$ cat src/rtl/mp64_uart_dbg.sv
// UART debug monitor: polls a UART for 'W'/'R' byte commands and turns them
// into single-byte memory bus accesses, answering over the same UART.
module mp64_uart_dbg #(
    parameter int unsigned TIMEOUT_CYC = 1_000_000
) (
    input  logic        clk,
    input  logic        rst_n,
    input  logic        enable,
    output logic        u_req,
    output logic [3:0]  u_addr,
    output logic [7:0]  u_wdata,
    output logic        u_wen,
    input  logic [7:0]  u_rdata,
    input  logic        u_ack,
    output logic        m_req,
    output logic [31:0] m_addr,
    output logic [7:0]  m_wdata,
    output logic        m_wen,
    input  logic [7:0]  m_rdata,
    input  logic        m_ack,
    output logic        busy,
    output logic        timeout
);
    // UART register offsets, matching UART_TX/UART_RX/UART_STATUS of mp64_pkg.vh
    localparam logic [3:0] UART_TX     = 4'h0;
    localparam logic [3:0] UART_RX     = 4'h4;
    localparam logic [3:0] UART_STATUS = 4'h8;

    localparam logic [3:0] POLL_ST   = 4'd0;
    localparam logic [3:0] WAIT_ST   = 4'd1;
    localparam logic [3:0] RD_RX     = 4'd2;
    localparam logic [3:0] WAIT_RX   = 4'd3;
    localparam logic [3:0] DECODE    = 4'd4;
    localparam logic [3:0] MEM       = 4'd5;
    localparam logic [3:0] TXPOLL    = 4'd6;
    localparam logic [3:0] WAIT_TXST = 4'd7;
    localparam logic [3:0] TX_WR     = 4'd8;
    localparam logic [3:0] WAIT_TX   = 4'd9;

    localparam logic [7:0] OP_W = 8'h57;
    localparam logic [7:0] OP_R = 8'h52;

    logic [3:0]  state_q, state_d;
    logic [2:0]  cnt_q, cnt_d;
    logic [31:0] to_q, to_d;
    logic [7:0]  op_q, op_d, data_q, data_d, resp_q, resp_d;
    logic [31:0] addr_q, addr_d;
    logic        u_req_q, u_req_d, u_wen_q, u_wen_d;
    logic [3:0]  u_addr_q, u_addr_d;
    logic [7:0]  u_wdata_q, u_wdata_d;
    logic        m_req_q, m_req_d, m_wen_q, m_wen_d;
    logic [31:0] m_addr_q, m_addr_d;
    logic [7:0]  m_wdata_q, m_wdata_d;
    logic        timeout_q, timeout_d;
    logic        to_hit, to_active, byte_rx;

    assign byte_rx   = (state_q == WAIT_RX) && u_ack;
    assign to_hit    = (cnt_q != 3'd0) && (to_q >= TIMEOUT_CYC);
    assign to_active = (cnt_q != 3'd0) &&
                       (state_q == POLL_ST || state_q == WAIT_ST ||
                        state_q == RD_RX   || state_q == WAIT_RX);

    // The abandon is only taken in POLL_ST so an outstanding UART access
    // (possibly an RX pop) is always allowed to complete first.
    always_comb begin
        to_d = to_q;
        if (cnt_q == 3'd0 || byte_rx || (state_q == POLL_ST && to_hit))
            to_d = '0;
        else if (to_active && to_q != '1)
            to_d = to_q + 32'd1;
    end

    always_comb begin
        state_d   = state_q;
        cnt_d     = cnt_q;
        op_d      = op_q;
        addr_d    = addr_q;
        data_d    = data_q;
        resp_d    = resp_q;
        u_req_d   = 1'b0;
        u_wen_d   = 1'b0;
        u_addr_d  = u_addr_q;
        u_wdata_d = u_wdata_q;
        m_req_d   = m_req_q;
        m_wen_d   = m_wen_q;
        m_addr_d  = m_addr_q;
        m_wdata_d = m_wdata_q;
        timeout_d = 1'b0;
        case (state_q)
            POLL_ST: begin
                if (to_hit) begin
                    cnt_d     = 3'd0;
                    timeout_d = 1'b1;
                end else if (enable) begin
                    u_req_d  = 1'b1;
                    u_addr_d = UART_STATUS;
                    state_d  = WAIT_ST;
                end
            end
            WAIT_ST: if (u_ack) state_d = u_rdata[1] ? RD_RX : POLL_ST;
            RD_RX: begin
                u_req_d  = 1'b1;
                u_addr_d = UART_RX;
                state_d  = WAIT_RX;
            end
            WAIT_RX: begin
                if (u_ack) begin
                    case (cnt_q)
                        3'd0:    op_d   = u_rdata;
                        3'd5:    data_d = u_rdata;
                        default: addr_d = {addr_q[23:0], u_rdata};
                    endcase
                    cnt_d   = cnt_q + 3'd1;
                    state_d = DECODE;
                end
            end
            DECODE: begin
                if ((op_q == OP_W && cnt_q == 3'd6) || (op_q == OP_R && cnt_q == 3'd5)) begin
                    m_req_d   = 1'b1;
                    m_addr_d  = addr_q;
                    m_wen_d   = (op_q == OP_W);
                    m_wdata_d = (op_q == OP_W) ? data_q : 8'h00;
                    state_d   = MEM;
                end else if (cnt_q == 3'd1 && op_q != OP_W && op_q != OP_R) begin
                    resp_d  = 8'h3F;
                    state_d = TXPOLL;
                end else begin
                    state_d = POLL_ST;
                end
            end
            MEM: begin
                if (m_ack) begin
                    m_req_d = 1'b0;
                    m_wen_d = 1'b0;
                    resp_d  = (op_q == OP_W) ? 8'h4B : m_rdata;
                    state_d = TXPOLL;
                end
            end
            TXPOLL: begin
                u_req_d  = 1'b1;
                u_addr_d = UART_STATUS;
                state_d  = WAIT_TXST;
            end
            WAIT_TXST: if (u_ack) state_d = u_rdata[0] ? TX_WR : TXPOLL;
            TX_WR: begin
                u_req_d   = 1'b1;
                u_wen_d   = 1'b1;
                u_addr_d  = UART_TX;
                u_wdata_d = resp_q;
                state_d   = WAIT_TX;
            end
            WAIT_TX: begin
                if (u_ack) begin
                    cnt_d   = 3'd0;
                    state_d = POLL_ST;
                end
            end
            default: state_d = POLL_ST;
        endcase
    end

    always_ff @(posedge clk or negedge rst_n) begin
        if (!rst_n) begin
            state_q   <= POLL_ST;
            cnt_q     <= '0;
            to_q      <= '0;
            op_q      <= '0;
            addr_q    <= '0;
            data_q    <= '0;
            resp_q    <= '0;
            u_req_q   <= 1'b0;
            u_wen_q   <= 1'b0;
            u_addr_q  <= '0;
            u_wdata_q <= '0;
            m_req_q   <= 1'b0;
            m_wen_q   <= 1'b0;
            m_addr_q  <= '0;
            m_wdata_q <= '0;
            timeout_q <= 1'b0;
        end else begin
            state_q   <= state_d;
            cnt_q     <= cnt_d;
            to_q      <= to_d;
            op_q      <= op_d;
            addr_q    <= addr_d;
            data_q    <= data_d;
            resp_q    <= resp_d;
            u_req_q   <= u_req_d;
            u_wen_q   <= u_wen_d;
            u_addr_q  <= u_addr_d;
            u_wdata_q <= u_wdata_d;
            m_req_q   <= m_req_d;
            m_wen_q   <= m_wen_d;
            m_addr_q  <= m_addr_d;
            m_wdata_q <= m_wdata_d;
            timeout_q <= timeout_d;
        end
    end

    assign u_req   = u_req_q;
    assign u_wen   = u_wen_q;
    assign u_addr  = u_addr_q;
    assign u_wdata = u_wdata_q;
    assign m_req   = m_req_q;
    assign m_wen   = m_wen_q;
    assign m_addr  = m_addr_q;
    assign m_wdata = m_wdata_q;
    assign timeout = timeout_q;
    assign busy    = (state_q != POLL_ST);

endmodule

$ cat config.mk
export PLATFORM = sky130hd
export DESIGN_NAME = mp64_uart_dbg
export DESIGN_NICKNAME = d
export VERILOG_FILES = /design/src/rtl/mp64_uart_dbg.sv
export SDC_FILE = /design/constraint.sdc
export NUM_CORES = 1
export LEC_CHECK = 0
export CORE_ASPECT_RATIO = 2
export CORE_MARGIN = 2
export CORE_UTILIZATION = 55
export DETAILED_ROUTE_END_ITERATION = 8
export PLACE_DENSITY = 0.82
export SYNTH_ARGS = -nofsm -noshare
export SYNTH_HDL_FRONTEND = slang
export SYNTH_SLANG_ARGS = --single-unit
$ cat constraint.sdc
create_clock -name clk -period 4.7 [get_ports clk]
set_input_delay 0.705 -clock clk [delete_from_list [all_inputs] [get_ports clk]]
set_output_delay 0.705 -clock clk [all_outputs]
set_load 0.05 [all_outputs]
* Word-level counts from Yosys, hierarchy flattened
Index checks and enable logic that the tools add are counted.
Word-level totals: bits of input ports 21, output and inout port bits 58, memory bits (writable) 0, latch bits 0, register bits 152, memory bits (read-only) 0, memories kept 0
Operators by class: reductions and logical operators 34, order comparisons 1, divide/modulo/power cells 0, bitwise operators 1, equal/unequal tests 28, add/subtract/negate cells 2, mux-type cells 38, $mul 0, shift operators 0
Operators with widths (count):
- 2-to-1 mux 32 bit | 2
- 2-to-1 mux 4 bit | 10
- 2-to-1 mux 8 bit | 5
- one-hot mux 4 bit (10 select lines) | 1
- adder 32 x 1 -> 32 bit, second input constant | 1
- >= comparator 32 x 20 -> 1 bit, second input constant | 1
- inequality test 32 bit, second input constant | 1
- inequality test 2 bit, second input constant | 11
- == test 4 x 3 -> 1 bit, second input constant | 4
- == test 8 x 7 -> 1 bit, second input constant | 2
- inequality test 8 x 7 -> 1 bit, second input constant | 2
- one-hot mux 4 bit (4 select lines) | 1
- one-hot mux 8 bit (2 select lines) | 1
- 2-to-1 mux 3 bit | 5
- AND reduction 3 bit | 5
- logical AND 1 bit | 9
- one-hot mux 3 bit (3 select lines) | 1
- == test 4 x 2 -> 1 bit, second input constant | 2
- == test 4 bit, second input constant | 2
- 2-to-1 mux 1 bit | 8
- AND reduction 4 bit | 2
- nonzero test 4 bit | 2
- AND reduction 7 bit | 1
- == test 3 bit, second input constant | 2
- other kinds (14) | 23

* Longest topological paths before layout
Gate-level depths: netlist of run 1.
depth after elaboration 8, mapped depth 9, gate-level depth less buffers 7

* Worst setup path before layout of run 1
No wires, ideal clock.
kind flip-flop to flip-flop, from register cnt_q[0], to register to_q[31], slack 2653 ps, path buffers 1, data required time 4622 ps, library setup time 78 ps, stages on the path, launching flop included 9, arrival 1969 ps, cell sequence dfrtp_1 -> inv_1 -> ha_1 -> or2b_1 -> and3_1 -> buf_2 -> nand2_1 -> or4_1 -> a21oi_1
On the way: cells in the longest elaborated chain, start to end 5
RTL lines:
- from (decl) | RTL line 44 | logic [2:0] cnt_q, cnt_d;
- from (signal assigned) | RTL line 182 | cnt_q <= cnt_d;
- nonzero test 3 bit | RTL line 58, 59
- logical AND 1 bit | RTL line 58 | assign to_hit = (cnt_q != 3'd0) && (to_q >= TIMEOUT_CYC);
- logical AND 1 bit | RTL line 67 | if (cnt_q == 3'd0 || byte_rx || (state_q == POLL_ST && to_hit))
- logical OR 1 bit | RTL line 67
- 2-to-1 mux 32 bit or nonzero test 2 bit (tied branches)
- to (signal assigned) | RTL line 183 | to_q <= to_d;
- to (decl) | RTL line 45 | logic [31:0] to_q, to_d;
Parallel ways exist; a longest one is shown, timed or not. A chain may end at the register's enable or synchronous reset.

* Worst setup path after layout of run 1
from register state_q[3], to output port busy
On the way: cells in the longest elaborated chain, start to end 1
RTL lines:
- from (decl) | RTL line 43 | logic [3:0] state_q, state_d;
- from (signal assigned) | RTL line 181 | state_q <= state_d;
- nonzero test 4 bit | RTL line 209 | assign busy = (state_q != POLL_ST);
- to (decl) | RTL line 21 | output logic busy,
Every way passes these cells.

==> summary.txt, run 1 <==
CTS
  • CTS resizes: 0
  • Clock transition at path regs: 70 ps
  • Hold buffers post-CTS: 0
  • Number of buffers created by CTS: 17
  • H-tree level count: 4
  • Clk_lat worst skew: 420 ps
  • # clock sinks: 150
  • CTS tree: built
  • Clock Path Buffers: 2
  • Setup Buffers After CTS: 0
  • Root buf cell: clkbuf_16

Layout
  • P&R area growth vs syn: 20.9%
  • Antenna diode count: 0
  • FF/Latch Area: 3750 um2
  • Post-Layout Cell Count: 813
  • Layout Utilization: 68.0%
  • Share of cells above drive strength 1: 21.5%
  • Area of the multi-input gates: 2870 um2
  • Post-route cell area: 8240 um2
  • Fillers: 879
  • # nets final: 680

Power and ir drop
  • Power Density: 535 nW/um2
  • Peak VDD IR: 0.000396 V
  • Sequential power share: 41.9%
  • Net Sw Power: 1500 uW
  • Combinational power share: 26.6%
  • Internal Power: 2910 uW
  • Leakage: 0.00371 uW
  • Clock power frac: 31.5%
  • Sw Share: 34.1%

Yosys
  • Post-Synthesis Cells: 584
  • Main synth FF type: dfrtp_1
  • Most frequent cell after synthesis: dfrtp_1
  • Library cells used by synthesis: 58
  • Post-synth EDFFs: 0
  • Area share of the largest cell type after synthesis: 55.1%
  • Area leader, netlist: dfrtp_1
  • Avg Cell Area, Syn: 11.7 um2
  • Synth warn: 0
  • Cell area after synthesis: 6810 um2
  • Ys async rst share: 100%
  • Synth area leaders: dfrtp_1 55%, mux2_2 15%, nand2_1 2.6%
  • Commonest cells post-synth: 150 x dfrtp_1, 90 x mux2_2, 48 x nand2_1
  • Seq/Total Area, Yosys: 55.1%
  • Flops & latches, synth: 150

Floorplan
  • Initial core utilization: 56.2%
  • Die Width: 82.7 um
  • Core ar.: 12100 um2
  • Area of the die: 13300 um2
  • Die Span Y: 161 um
  • FP Rows: 57
  • I/O pin cnt: 79

GRT
  • Congestion Overflow GR: 0
  • Vias in the first global route: 5010
  • First-pass GRT wire length: 24.4 mm
  • Total GRT Usage: 23.9%
  • Initial antenna violation count: 0
  • Largest net degree at the start of global routing: 119

Place
  • Dpl cell area: 7630 um2
  • IO buf count: 76
  • Pre-CTS setup slack: 1900 ps
  • Dpl hpwl: 10.3 mm
  • Number of placed cells counting well taps: 781
  • Gpl congestion: 0.835

Timing
  • Crit share post-route: 69.5%
  • Worst-Margin Slew: 1050 ps
  • Fmax: 306 MHz
  • Clock skew: 7.89 ps
  • Final Hold Fails: 0
  • Final setup vio count: 0
  • Clock period minus worst slack: 3270 ps
  • Max-slew violation count: 0
  • TNS Setup: 0 ps
  • Relative slew slack: 30.1%
  • Final worst slack: 1430 ps
  • RSZ-0062 raised after global routing: false

Worst setup path
  • Crit path max fanout: 14
  • CP peak stage delay: 810 ps
  • WP buf/inv: 1
  • Critical-path cell list: nor2_1 -> nand2_1 -> clkdlybuf4s50_1
  • Largest delay share family, worst path: simple AND/OR/NAND/NOR gates
  • Critical Path RT: 3990 ps
  • Arrival @ worst endpoint: 2560 ps
  • Slowest CP cell: clkdlybuf4s50_1
  • CP Capture Type: output port
  • Setup CP Type: register to output port
  • Crit path launch type: register

Outcome
  • Status: complete, no violations

Detailed routing
  • DRT iter0 DRCs: 283
  • Via Count: 4889
  • Antenna Nets Post-Route: 0
  • WL/cell: 18.2 um
  • DRC: 0
  • Iteration count of the initial detailed-routing pass: 5
  • Total Wirelength: 14.8 mm
  • Vias/cell: 6.01

Run
  • Number of max-cap violations: 0

Min path
  • Hold WC Path Type: primary input to asynchronous set/reset pin
-- layout make-up --
type / count / share of cell area [%]
clock buffers: 17 / 5.16
clock inverters: 15 / 2.22
inverters: 10 / 0.456
multi-input cells: 395 / 34.9
flip-flops and latches: 150 / 45.6
well taps: 147 / 2.23
repair buffers: 79 / 9.52
-- flip-flops by register name, indices dropped and copies added, names as in the netlist, 4 cells and up --
signal / cells
state_q: 4
m_wdata: 8
data_q: 8
addr_q: 32
to_q: 32
op_q: 8
resp_q: 8
m_addr: 32
u_wdata: 8
-- power groups by stage --
stage          Clock [uW]  Sequential, uW  Combinational [uW]
6_report             1390            1850                1170
5_1_grt              1480            1890                1270
4_1_cts              1420            1850                1180
3_5_place_dp            0            1870                1160
3_3_place_gp            0            1830                1120
2_1_floorplan           0            1930                 720
-- cell families after synthesis --
kind of cell / count (synthesis) / share of synthesized area (%)
AND/OR/NAND/NOR: 193 / 16.2
flip-flops: 150 / 55.1
AO/OA/AOI/OAI: 92 / 8.21
multiplexers: 92 / 15.2
buffers and inverters: 40 / 2.88
XOR/XNOR: 10 / 1.29
adder cells (fa/ha/maj): 6 / 1.10
other: 1 / 0.0550
-- placed cells by master, fill, tap and decap left out, types with 4 or more instances in the layout --
| cell | netlist | layout |
|---|---|---|
| a21oi_1 | 28 | 28 |
| a31oi_1 | 6 | 6 |
| and2_1 | 5 | 5 |
| and3_1 | 11 | 11 |
| and4_1 | 5 | 5 |
| clkbuf_16 | 0 | 17 |
| clkdlybuf4s50_1 | 0 | 75 |
| dfrtp_1 | 150 | 150 |
| ha_1 | 6 | 6 |
| inv_1 | 10 | 10 |
| inv_6 | 0 | 5 |
| inv_8 | 0 | 5 |
| mux2_2 | 90 | 90 |
| nand2_1 | 48 | 48 |
| nand3_1 | 17 | 17 |
| nand4_1 | 12 | 12 |
| nor2_1 | 30 | 30 |
| nor2b_1 | 7 | 7 |
| nor3_1 | 10 | 10 |
| nor4_1 | 4 | 4 |
| o21ai_0 | 27 | 27 |
| o31ai_1 | 10 | 10 |
| or3_1 | 15 | 14 |
| or4_1 | 7 | 7 |
| xnor2_1 | 5 | 5 |
| xor2_1 | 5 | 5 |
-- worst reg2reg max path, delay by kind of cell, from the launching register on --
| family | cells | cell delay (ps) |
|---|---|---|
| compound gates | 1 | 320 |
| simple gates | 4 | 1810 |
| flops | 1 | 540 |
-- worst paths after layout --
kind / from / to / slack (ps) / cells after the start
max in group asynchronous: rst_n / to_q[0] / 3260 / 2
setup reg to reg: state_q[0] / state_q[0] / 1920 / 5
setup / recovery: state_q[3] / busy / 1430 / 3
min in group clk: m_wdata[1] / m_wdata[1] / 480 / 2
hold / removal: rst_n / m_addr[28] / 400 / 1
hold reg to reg: m_wdata[1] / m_wdata[1] / 480 / 2
-- per-stage QoR --
stage | hold slack (ps) | power, uW
6_report | 405 | 4410
5_1_grt | 509 | 4640
4_1_cts | 462 | 4440
3_5_place_dp | 470 | 3030
3_3_place_gp | 464 | 2940
2_1_floorplan | 409 | 2650
-- per-layer routing --
metal  GRT usage [%]  vias to the layer above  part of all wire [%]
met4            11.9                        0                   3.8
met5               0                        -                     0
met2            42.2                      149                    56
met3            4.47                       44                   4.0
met1            26.5                     2446                    36
li1                -                     2250                     -
Power figures use the tool's default switching activity.
==> run 2: changes to the inputs <==
CORE_UTILIZATION = 51   (was 55)
PLACE_DENSITY = 0.8   (was 0.82)
clock period = 2.9 ns   (was 4.7 ns; I/O delays follow)
==> run 2 against run 1 <==
The run now ends with design-rule violations left. First-iteration DRC count up 18%. Sequential share of layout area shrank 0.36 points. Power increased by 61%. Hold slack got worse by 400 ps. Global-route usage decreased by 2.0 points. Via count grew 0.45%. Setup slack lost 990 ps. Non-clock buffer count increased by 8. Clock power increased by 56%. Die area increased by 7.5%. Flip-flop and latch count is the same. Critical endpoint is now to_q[31]. Largest power group unchanged.
==> summary.txt, run 2 (synthesis results as in run 1) <==
CTS
  • # clock sinks: 150
  • Clock transition at path regs: 70 ps
  • CTS tree: built
  • H-tree level count: 4
  • Clk_lat worst skew: 420 ps
  • Root buf cell: clkbuf_16
  • Clock Path Buffers: 2
  • Number of buffers created by CTS: 17

GRT
  • Congestion Overflow GR: 0
  • Met1 usage: 24.7%
  • Initial antenna violation count: 0
  • Vias in the first global route: 5012
  • Met3 usage: 3.70%
  • Met2 global-route usage: 39.2%
  • Global route hottest layer: met2
  • Largest net degree at the start of global routing: 72
  • First-pass GRT wire length: 24.7 mm
  • Total GRT Usage: 21.9%

Layout
  • Layout Utilization: 63.6%
  • Fillers: 966
  • Antenna diode count: 0
  • # nets final: 688
  • Post-route cell area: 8300 um2
  • P&R area growth vs syn: 21.9%
  • Most common cell after layout, fill and taps aside: dfrtp_1
  • Post-Layout Cell Count: 826
  • Commonest non-fill, non-tap cells in the layout: 150 x dfrtp_1, 90 x mux2_2, 74 x clkdlybuf4s50_1
  • Share of cells above drive strength 1: 22.6%

Power and ir drop
  • Power Density: 853 nW/um2
  • Peak VDD IR: 0.000455 V
  • Leakage: 0.00374 uW

Worst setup path
  • Setup CP Type: register to register
  • CP peak stage delay: 580 ps
  • Crit path max fanout: 10
  • R2R setup slack: 440 ps
  • Critical Path RT: 3240 ps
  • Critical-path cell list: inv_1 -> ha_1 -> or2b_1 -> and3_1 -> nand2_1 -> or4_1 -> a21oi_1
  • Arrival @ worst endpoint: 2800 ps
  • Slowest CP cell: or4_1
  • CP Capture Type: register
  • Crit path launch type: register

Detailed routing
  • Iteration count of the initial detailed-routing pass: 7
  • Via Count: 4911
  • Antenna Nets Post-Route: 0
  • DRT iter0 DRCs: 334
  • Total Wirelength: 15.2 mm
  • DRC: 10
  • WL/cell: 18.3 um
  • Vias/cell: 5.95

Place
  • Number of placed cells counting well taps: 794
  • Dpl cell area: 7710 um2
  • IO buf count: 76
  • Gpl congestion: 0.851
  • Dpl hpwl: 10.3 mm

Floorplan
  • Initial core utilization: 52.1%
  • Die Span Y: 167 um
  • I/O pin cnt: 79
  • Die Width: 85.7 um
  • Core ar.: 13100 um2
  • FP Rows: 59
  • Area of the die: 14400 um2

Timing
  • Crit share post-route: 84.7%
  • Max-slew violation count: 0
  • Worst-Margin Slew: 718 ps
  • Fmax: 407 MHz
  • Final setup vio count: 0
  • Clock period minus worst slack: 2460 ps
  • TNS Setup: 0 ps
  • RSZ-0062 raised after global routing: false
  • Final Hold Fails: 0
  • Clock skew: 10.4 ps
  • Relative slew slack: 51.8%

Min path
  • Hold WC Path Type: primary input to asynchronous set/reset pin

Outcome
  • Status: finished with violations
  • Failing checks: design-rule violations

Run
  • Number of max-cap violations: 0
==> run 2: cell types whose count changed in the layout (fill, tap and decap cells not counted), sizes merged <==
cell	before	now
buf	4	12
inv	20	17
clkinv	3	5
clkinvlp	0	2
bufinv	2	1
clkdlybuf4s50	75	74
dlymetal6s2s	0	1
==> run 2: power breakdown <==
group	internal, uW	switching (uW)
Combinational	827	1080
Sequential	2580	418
Clock	1220	953
Total	4630	2450
==> run 2: worst paths after layout <==
check,start,to,cells after the start
worst max-delay path,cnt_q[0],to_q[31],7
worst min-delay path,rst_n,addr_q[26],1
worst max register to register,cnt_q[0],to_q[31],7
worst min register to register,m_wdata[6],m_wdata[6],2
max in group asynchronous,rst_n,cnt_q[2],2
min in group clk,m_wdata[6],m_wdata[6],2
==> run 2: stage by stage <==
stage	hold WS (ps)	total power, uW	setup WS (ps)
6_report	8.32	7080	443
5_1_grt	65.2	7430	280
4_1_cts	30.8	7130	83.8
3_5_place_dp	475	4920	473
3_3_place_gp	466	4790	618
2_1_floorplan	139	4300	853
==> run 2: critical path: cells and delay by family (launching register included) <==
kind / cells / cell delay, ps
AOI/OAI and AO/OA: 1 / 170
adders and majority gates: 1 / 200
buffers and inverters: 1 / 90
and+or+nand+nor: 4 / 1520
DFF: 1 / 400
==> run 2: area by class of cell <==
class	instances	area, um2	share of cell area, %
clock buffers	17	425	5.12
clock inverters	15	164	1.97
inverters	10	37.5	0.452
multi-input cells	395	2870	34.6
flip-flops and latches	150	3750	45.2
well taps	152	190	2.29
repair buffers	87	860	10.4
==> run 2: metal layers <==
layer	vias up	share of wire (%)	wire (um)
li1	2269	-	-
met1	2472	38	5700
met2	136	56	8510
met3	34	3.2	487
met4	0	3.0	455
met5	-	0	0
==> run 2: repair_timing <==
item | CTS | global route
setup endpoints to repair | 0 | 1
gates resized for setup | 0 | 2
hold buffers | 0 | 0
setup buffers | 0 | 0
hold endpoints to repair | 0 | 0
